### src/rtl/truth_table_sweeper_if.sv
// Host/gate-side bundle for truth_table_sweeper: sweep control, gate drive/sense
// and the result registers of the last completed sweep.
interface truth_table_sweeper_if;
  logic       start;
  logic       abort;
  logic [2:0] gate_in;
  logic       gate_out;
  logic       busy;
  logic       done;
  logic [7:0] table_out;
  logic       pass;
  logic [7:0] mismatch;
  logic [7:0] unstable;

  modport master (
    output start, abort, gate_out,
    input  gate_in, busy, done, table_out, pass, mismatch, unstable
  );

  modport slave (
    input  start, abort, gate_out,
    output gate_in, busy, done, table_out, pass, mismatch, unstable
  );
endinterface

### src/rtl/truth_table_sweeper.sv
// Walks a 3-input gate through its 8 rows, samples each row after a settle time and
// grades the measured truth table. Define SWEEP_VOTE_EN for 3-sample majority voting per row.
module truth_table_sweeper #(
  parameter int          SETTLE_CYCLES = 16,
  parameter logic [7:0]  EXPECTED      = 8'hDD
) (
  input  logic                  clk,
  input  logic                  rst_n,
  truth_table_sweeper_if.slave  bus
);

  localparam int                CNT_W  = (SETTLE_CYCLES > 1) ? $clog2(SETTLE_CYCLES) : 1;
  localparam logic [CNT_W-1:0]  RELOAD = CNT_W'(SETTLE_CYCLES - 1);

  localparam logic [1:0] IDLE = 2'd0;
  localparam logic [1:0] RUN  = 2'd1;
  localparam logic [1:0] DONE = 2'd2;

  if (SETTLE_CYCLES < 1) begin : g_bad_settle
    $error("truth_table_sweeper: SETTLE_CYCLES must be >= 1");
  end

  logic [1:0]       state;
  logic [2:0]       row;
  logic [CNT_W-1:0] cnt;
  logic [7:0]       work_tbl;
  logic [7:0]       tbl_next;
  logic [7:0]       table_r;
  logic [7:0]       mismatch_r;
  logic             pass_r;
  logic             bit_now;
  logic             launch;
  logic             capture;
  logic             finish;

  // A sweep may start from IDLE or straight out of the DONE cycle; abort always wins.
  assign launch  = bus.start && !bus.abort && ((state == IDLE) || (state == DONE));
  assign capture = (state == RUN) && (cnt == '0) && !bus.abort;
  assign finish  = capture && (row == 3'd7);

`ifdef SWEEP_VOTE_EN
  logic       smp_p0;
  logic       smp_p1;
  logic       uns_now;
  logic [7:0] work_uns;
  logic [7:0] uns_next;
  logic [7:0] unstable_r;

  if (SETTLE_CYCLES < 3) begin : g_bad_vote
    $error("truth_table_sweeper: SWEEP_VOTE_EN needs SETTLE_CYCLES >= 3");
  end

  // Samples from the third- and second-to-last edges of the row; the last edge is gate_out itself.
  always_ff @(posedge clk or negedge rst_n) begin
    if (!rst_n) begin
      smp_p0 <= 1'b0;
      smp_p1 <= 1'b0;
    end else if (state == RUN) begin
      if (cnt == CNT_W'(2)) smp_p0 <= bus.gate_out;
      if (cnt == CNT_W'(1)) smp_p1 <= bus.gate_out;
    end
  end

  always_comb begin
    bit_now       = (smp_p0 & smp_p1) | (smp_p0 & bus.gate_out) | (smp_p1 & bus.gate_out);
    uns_now       = !((smp_p0 == smp_p1) && (smp_p1 == bus.gate_out));
    uns_next      = work_uns;
    uns_next[row] = uns_now;
  end

  always_ff @(posedge clk or negedge rst_n) begin
    if (!rst_n) begin
      work_uns   <= '0;
      unstable_r <= '0;
    end else begin
      if (launch)       work_uns   <= '0;
      else if (capture) work_uns   <= uns_next;
      if (finish)       unstable_r <= uns_next;
    end
  end

  assign bus.unstable = unstable_r;
`else
  assign bit_now      = bus.gate_out;
  assign bus.unstable = '0;
`endif

  always_comb begin
    tbl_next      = work_tbl;
    tbl_next[row] = bit_now;
  end

  always_ff @(posedge clk or negedge rst_n) begin
    if (!rst_n) begin
      state      <= IDLE;
      row        <= '0;
      cnt        <= RELOAD;
      work_tbl   <= '0;
      table_r    <= '0;
      pass_r     <= 1'b0;
      mismatch_r <= '0;
    end else begin
      case (state)
        IDLE, DONE: begin
          if (launch) begin
            state    <= RUN;
            row      <= '0;
            cnt      <= RELOAD;
            work_tbl <= '0;
          end else begin
            state    <= IDLE;
          end
        end
        RUN: begin
          if (bus.abort) begin
            state <= IDLE;
          end else if (cnt == '0) begin
            work_tbl <= tbl_next;
            cnt      <= RELOAD;
            // Results are published on the row-7 edge so they are visible alongside done.
            if (row == 3'd7) begin
              state      <= DONE;
              table_r    <= tbl_next;
              pass_r     <= (tbl_next == EXPECTED);
              mismatch_r <= tbl_next ^ EXPECTED;
            end else begin
              row <= row + 3'd1;
            end
          end else begin
            cnt <= cnt - 1'b1;
          end
        end
        default: state <= IDLE;
      endcase
    end
  end

  assign bus.busy      = (state == RUN);
  assign bus.done      = (state == DONE);
  assign bus.gate_in   = (state == RUN) ? row : 3'd0;
  assign bus.table_out = table_r;
  assign bus.pass      = pass_r;
  assign bus.mismatch  = mismatch_r;

endmodule

### src/flat_wrapper.sv
// flat-port wrapper written by rule: the top's interface ports become plain ports
module truth_table_sweeper_flat 
#(
  parameter int          SETTLE_CYCLES = 16,
  parameter logic [7:0]  EXPECTED      = 8'hDD
)
  (clk, rst_n, bus_start, bus_abort, bus_gate_out, bus_gate_in, bus_busy, bus_done, bus_table_out, bus_pass, bus_mismatch, bus_unstable);
  truth_table_sweeper_if bus_i ();
  input  logic clk;
  input  logic rst_n;
  input wire logic [$bits(bus_i.start)-1:0] bus_start;
  input wire logic [$bits(bus_i.abort)-1:0] bus_abort;
  input wire logic [$bits(bus_i.gate_out)-1:0] bus_gate_out;
  output wire logic [$bits(bus_i.gate_in)-1:0] bus_gate_in;
  output wire logic [$bits(bus_i.busy)-1:0] bus_busy;
  output wire logic [$bits(bus_i.done)-1:0] bus_done;
  output wire logic [$bits(bus_i.table_out)-1:0] bus_table_out;
  output wire logic [$bits(bus_i.pass)-1:0] bus_pass;
  output wire logic [$bits(bus_i.mismatch)-1:0] bus_mismatch;
  output wire logic [$bits(bus_i.unstable)-1:0] bus_unstable;
  assign bus_i.start = bus_start;
  assign bus_i.abort = bus_abort;
  assign bus_i.gate_out = bus_gate_out;
  assign bus_gate_in = bus_i.gate_in;
  assign bus_busy = bus_i.busy;
  assign bus_done = bus_i.done;
  assign bus_table_out = bus_i.table_out;
  assign bus_pass = bus_i.pass;
  assign bus_mismatch = bus_i.mismatch;
  assign bus_unstable = bus_i.unstable;
  truth_table_sweeper #(.SETTLE_CYCLES(SETTLE_CYCLES), .EXPECTED(EXPECTED)) u_core (.clk(clk), .rst_n(rst_n), .bus(bus_i));
endmodule
### config.mk
export PLATFORM = sky130hd
export DESIGN_NAME = truth_table_sweeper_flat
export DESIGN_NICKNAME = d
export VERILOG_FILES = /design/src/rtl/truth_table_sweeper_if.sv /design/src/rtl/truth_table_sweeper.sv /design/src/flat_wrapper.sv
export SDC_FILE = /design/constraint.sdc
export NUM_CORES = 1
export LEC_CHECK = 0
export ABC_AREA = 1
export ABC_CLOCK_PERIOD_IN_PS = 3600
export CAP_MARGIN = 20
export CORE_ASPECT_RATIO = 1.2
export CORE_MARGIN = 3
export CORE_UTILIZATION = 28
export DETAILED_ROUTE_END_ITERATION = 10
export PLACE_DENSITY_LB_ADDON = 0.12
export RECOVER_POWER = 50
export SLEW_MARGIN = 40
export SYNTH_ARGS = -nofsm -noshare
export SYNTH_HDL_FRONTEND = slang
export SYNTH_SLANG_ARGS = --single-unit
### constraint.sdc
create_clock -name clk -period 3.6 [get_ports clk]
set_input_delay 1.08 -clock clk [delete_from_list [all_inputs] [get_ports clk]]
set_output_delay 1.08 -clock clk [all_outputs]
set_load 0.005 [all_outputs]
==> metrics.md <==
| Metric | Value |
|---|---|
| Final Hold Viols | `0` |
| Leak pwr | `0.9710 nW` |
| FILL cells | `651` |
| Mean post-synth cell area | `8.538 sq um` |
| Clk Latency, worst-skew pair | `0.29 ns` |
| Placer Congestion | `0.7445` |
| CTS H-Tree Depth | `2` |
| Slew @ Worst Pin | `1.808 ns` |
| Post-CTS setup buffers | `0` |
| Post-synth cell types | `27` |
| Period minus WS final | `2.858 ns` |
| DR iter-0 viols | `38` |
| Initial Util | `29.39%` |
| Setup CP Type | `input pin to async pin` |
| Io pins | `35` |
| DRC viols | `0` |
| Pwr/cell area | `430.2 nW/um^2` |
| Family with the most delay on the worst path | `buffers and inverters` |
| Synth area leader | `dfrtp_1` |
| Diodes inserted | `0` |
| Synth Area in Adders | `2.209%` |
| Setup Viol. Count Final | `0` |
| HPWL after DPL | `2.711 mm` |
| Num CTS Buffers | `5` |
| CP required | `3.65 ns` |
| Core ar. | `5781 sq um` |
| Worst EP arrival | `2.91 ns` |
| Fin cells | `306` |
| Sequential share of the synthesized area | `47.42%` |
| Status | `complete, but fails checks` |
| Antenna violations before repair | `0` |
| Post-route ant nets | `0` |
| Placed insts | `298` |
| Crit path buffers/inverters | `2` |
| Die footprint | `7043 sq um` |
| CTS root buf | `clkbuf_8` |
| DIE HEIGHT | `91.34 microns` |
| Final WL | `3.777 mm` |
| Hold WS | `0.4909 ns` |
| Startpoint types | `input pin` |
| Worst Setup End Kind | `async pin` |
| Rows | `30` |
| Worst IR drop on VDD | `177.3 uV` |
| Max Clock Freq | `349.8 MHz` |
| Slew margin rel. | `-20.57%` |
| CP peak stage delay | `1.30 ns` |
| First-pass GRT wire length | `6.651 mm` |
| CTS tree | `built` |
| Vias per cell | `4.255` |
| Maxcap violations | `1` |
| Multi-input logic area | `670.6 sq um` |
| Synth Register Bits | `32` |
| Slew Viols, Final | `33` |
| Pre-antenna DRT Iters | `4` |
| Routed len/inst | `12.34 microns` |
| PortBufs | `26` |
| Core Util, Final | `35.17%` |
| Post-synth top area share | `41.24%` |
| Final setup TNS | `0 ns` |
| Layout net count | `233` |
| Period utilization | `79.40%` |
| Post-synthesis mux area share | `0%` |
| Register Area | `805.8 sq um` |
| Post-CTS Resized | `0` |
| Mapped Area | `1699 sq um` |
| Post-Synth Simple-Gate Area | `29.31%` |
| Slowest cell on the critical path | `clkbuf_1` |
| Vias post-DR | `1302` |
| Critical Path Fanout Max | `32` |
| Synth Warn # | `0` |
| GRT Util Overall | `11.98%` |
| Failing checks | `max-capacitance violations, max-slew violations` |
| Area contributors post-synth | `dfrtp_1 (41%), nand2_1 (13%), dfstp_2 (6.2%)` |
| Share of layout cells above drive strength 1 | `10.18%` |
| Largest family of logic cells by synthesized area | `simple AND/OR/NAND/NOR gates` |
| Hold crit path type | `register to register` |
| Crit-path cells | `dlygate4sd3_1, clkbuf_1` |
| Overall die width | `77.11 microns` |
| Post-Syn Instances | `199` |
| P&R area growth vs syn | `19.66%` |
| Vias in the first global route | `1419` |
| Worst Skew | `0.008209 ns` |
| Hold_buf cts | `0` |
| PnR Total Power | `0.0008746 W` |
| RSZ-0062 raised after global routing | `no` |
| Compound-Gate Fraction of Synth Area | `8.689%` |
| Largest net degree at the start of global routing | `33` |
| Longest Clk Path Bufs | `2` |
| TritonCTS Sinks | `32` |
| Total gr overflow | `0` |
| Post-Synth XOR/XNOR Area | `0%` |
| Reg clk slew, reported paths | `0.07 ns` |
[path summary, 6_finish.rpt]
kind | start | endpoint | slack [ns] | depth (start not counted)
worst min-delay path | u_core.bus.table_out[4] | u_core.bus.table_out[4] | 0.49 | 2
worst max-delay path | rst_n | u_core.work_tbl[0] | 0.74 | 2
worst min register to register | u_core.bus.table_out[4] | u_core.bus.table_out[4] | 0.49 | 2
min in group asynchronous | rst_n | u_core.work_tbl[1] | 1.82 | 2
worst max register to register | u_core.row[1] | u_core.bus.table_out[2] | 1.41 | 6
max in group clk | u_core.row[2] | bus_gate_in[2] | 0.80 | 3
[sequential cells by signal, summed over array words and instances (netlist names)]
register / count
u_core.cnt: 4
u_core.state: 2
u_core.row: 3
u_core.bus.mismatch: 8
u_core.work_tbl: 8
u_core.bus.pass: 1
u_core.bus.table_out: 6
[power by group]
part           leakage [nW]  switching [W]  internal (W)
combinational         0.485      0.0000764     0.0000394
sequential            0.431      0.0000239      0.000393
clock                0.0552       0.000136      0.000205
total                 0.971       0.000237      0.000638
[worst reg2reg max path, stage by stage, from the launching register on]
cell      delay, ns
dfrtp_1        0.58
ha_1           0.23
ha_1           0.23
nand3_1        0.54
clkinv_2       0.29
nand2_1        0.10
o21a_1         0.11
[stage by stage]
step	setup WS [ns]	instance area, sq um
2_1_floorplan	1.766	1725
3_3_place_gp	1.110	1973
3_5_place_dp	1.096	1973
4_1_cts	0.7811	2081
5_1_grt	0.3902	2033
6_report	0.7416	2033
[cells in the mapped netlist]
cell type	count
nand2_1	61
dfrtp_1	28
inv_1	18
nand3_1	15
buf_4	13
nor2_1	12
o21ai_0	7
nand4_1	5
dfstp_2	4
nand2_4	4
nor2_4	4
o21ai_2	4
ha_1	3
o21a_1	3
o21ai_1	3
buf_6	2
inv_2	2
o22ai_1	2
a21oi_1	1
a22oi_1	1
a31oi_1	1
a32oi_1	1
clkinv_2	1
conb_1	1
inv_4	1
nand3_2	1
nand3_4	1
[cell usage in the layout (no fill, tap or decap), types with 2 or more instances in the layout]
cell             count
inv_2                2
nand3_1             16
o21ai_1              2
o21ai_0             10
nor2_4               4
clkbuf_1             2
o21ai_2              2
clkbuf_8             5
conb_1               8
nand2_1             64
dfstp_2              4
dfrtp_1             28
clkdlybuf4s50_1     24
nand4_1              5
ha_1                 3
o21a_1               3
dlygate4sd3_1        2
inv_1               18
o22ai_1              2
clkinv_2             2
nor2_1              12
[cell type report]
class | count | share of cell area [%]
multi-input combinational | 137 | 32.98
inverter | 22 | 4.185
clock inverter | 2 | 1.723
sequential | 32 | 39.63
tap | 80 | 4.923
clock buffer | 6 | 3.569
timing repair buffer | 27 | 12.98
[routing by layer]
layer / wire length, microns / global-route usage [%] / share of wire, %
met5: 0 / 0 / 0
met4: 59 / 4.451 / 1.6
met3: 137 / 3.373 / 3.6
met2: 1773 / 19.69 / 47
met1: 1806 / 14.90 / 48
[kinds of logic after synthesis]
kind of cell	count (synthesis)
buffers and inverters	37
other	1
DFF	32
and+or+nand+nor	103
AOI/OAI and AO/OA	23
adders and majority gates	3
(Power assumes the default switching activity.)
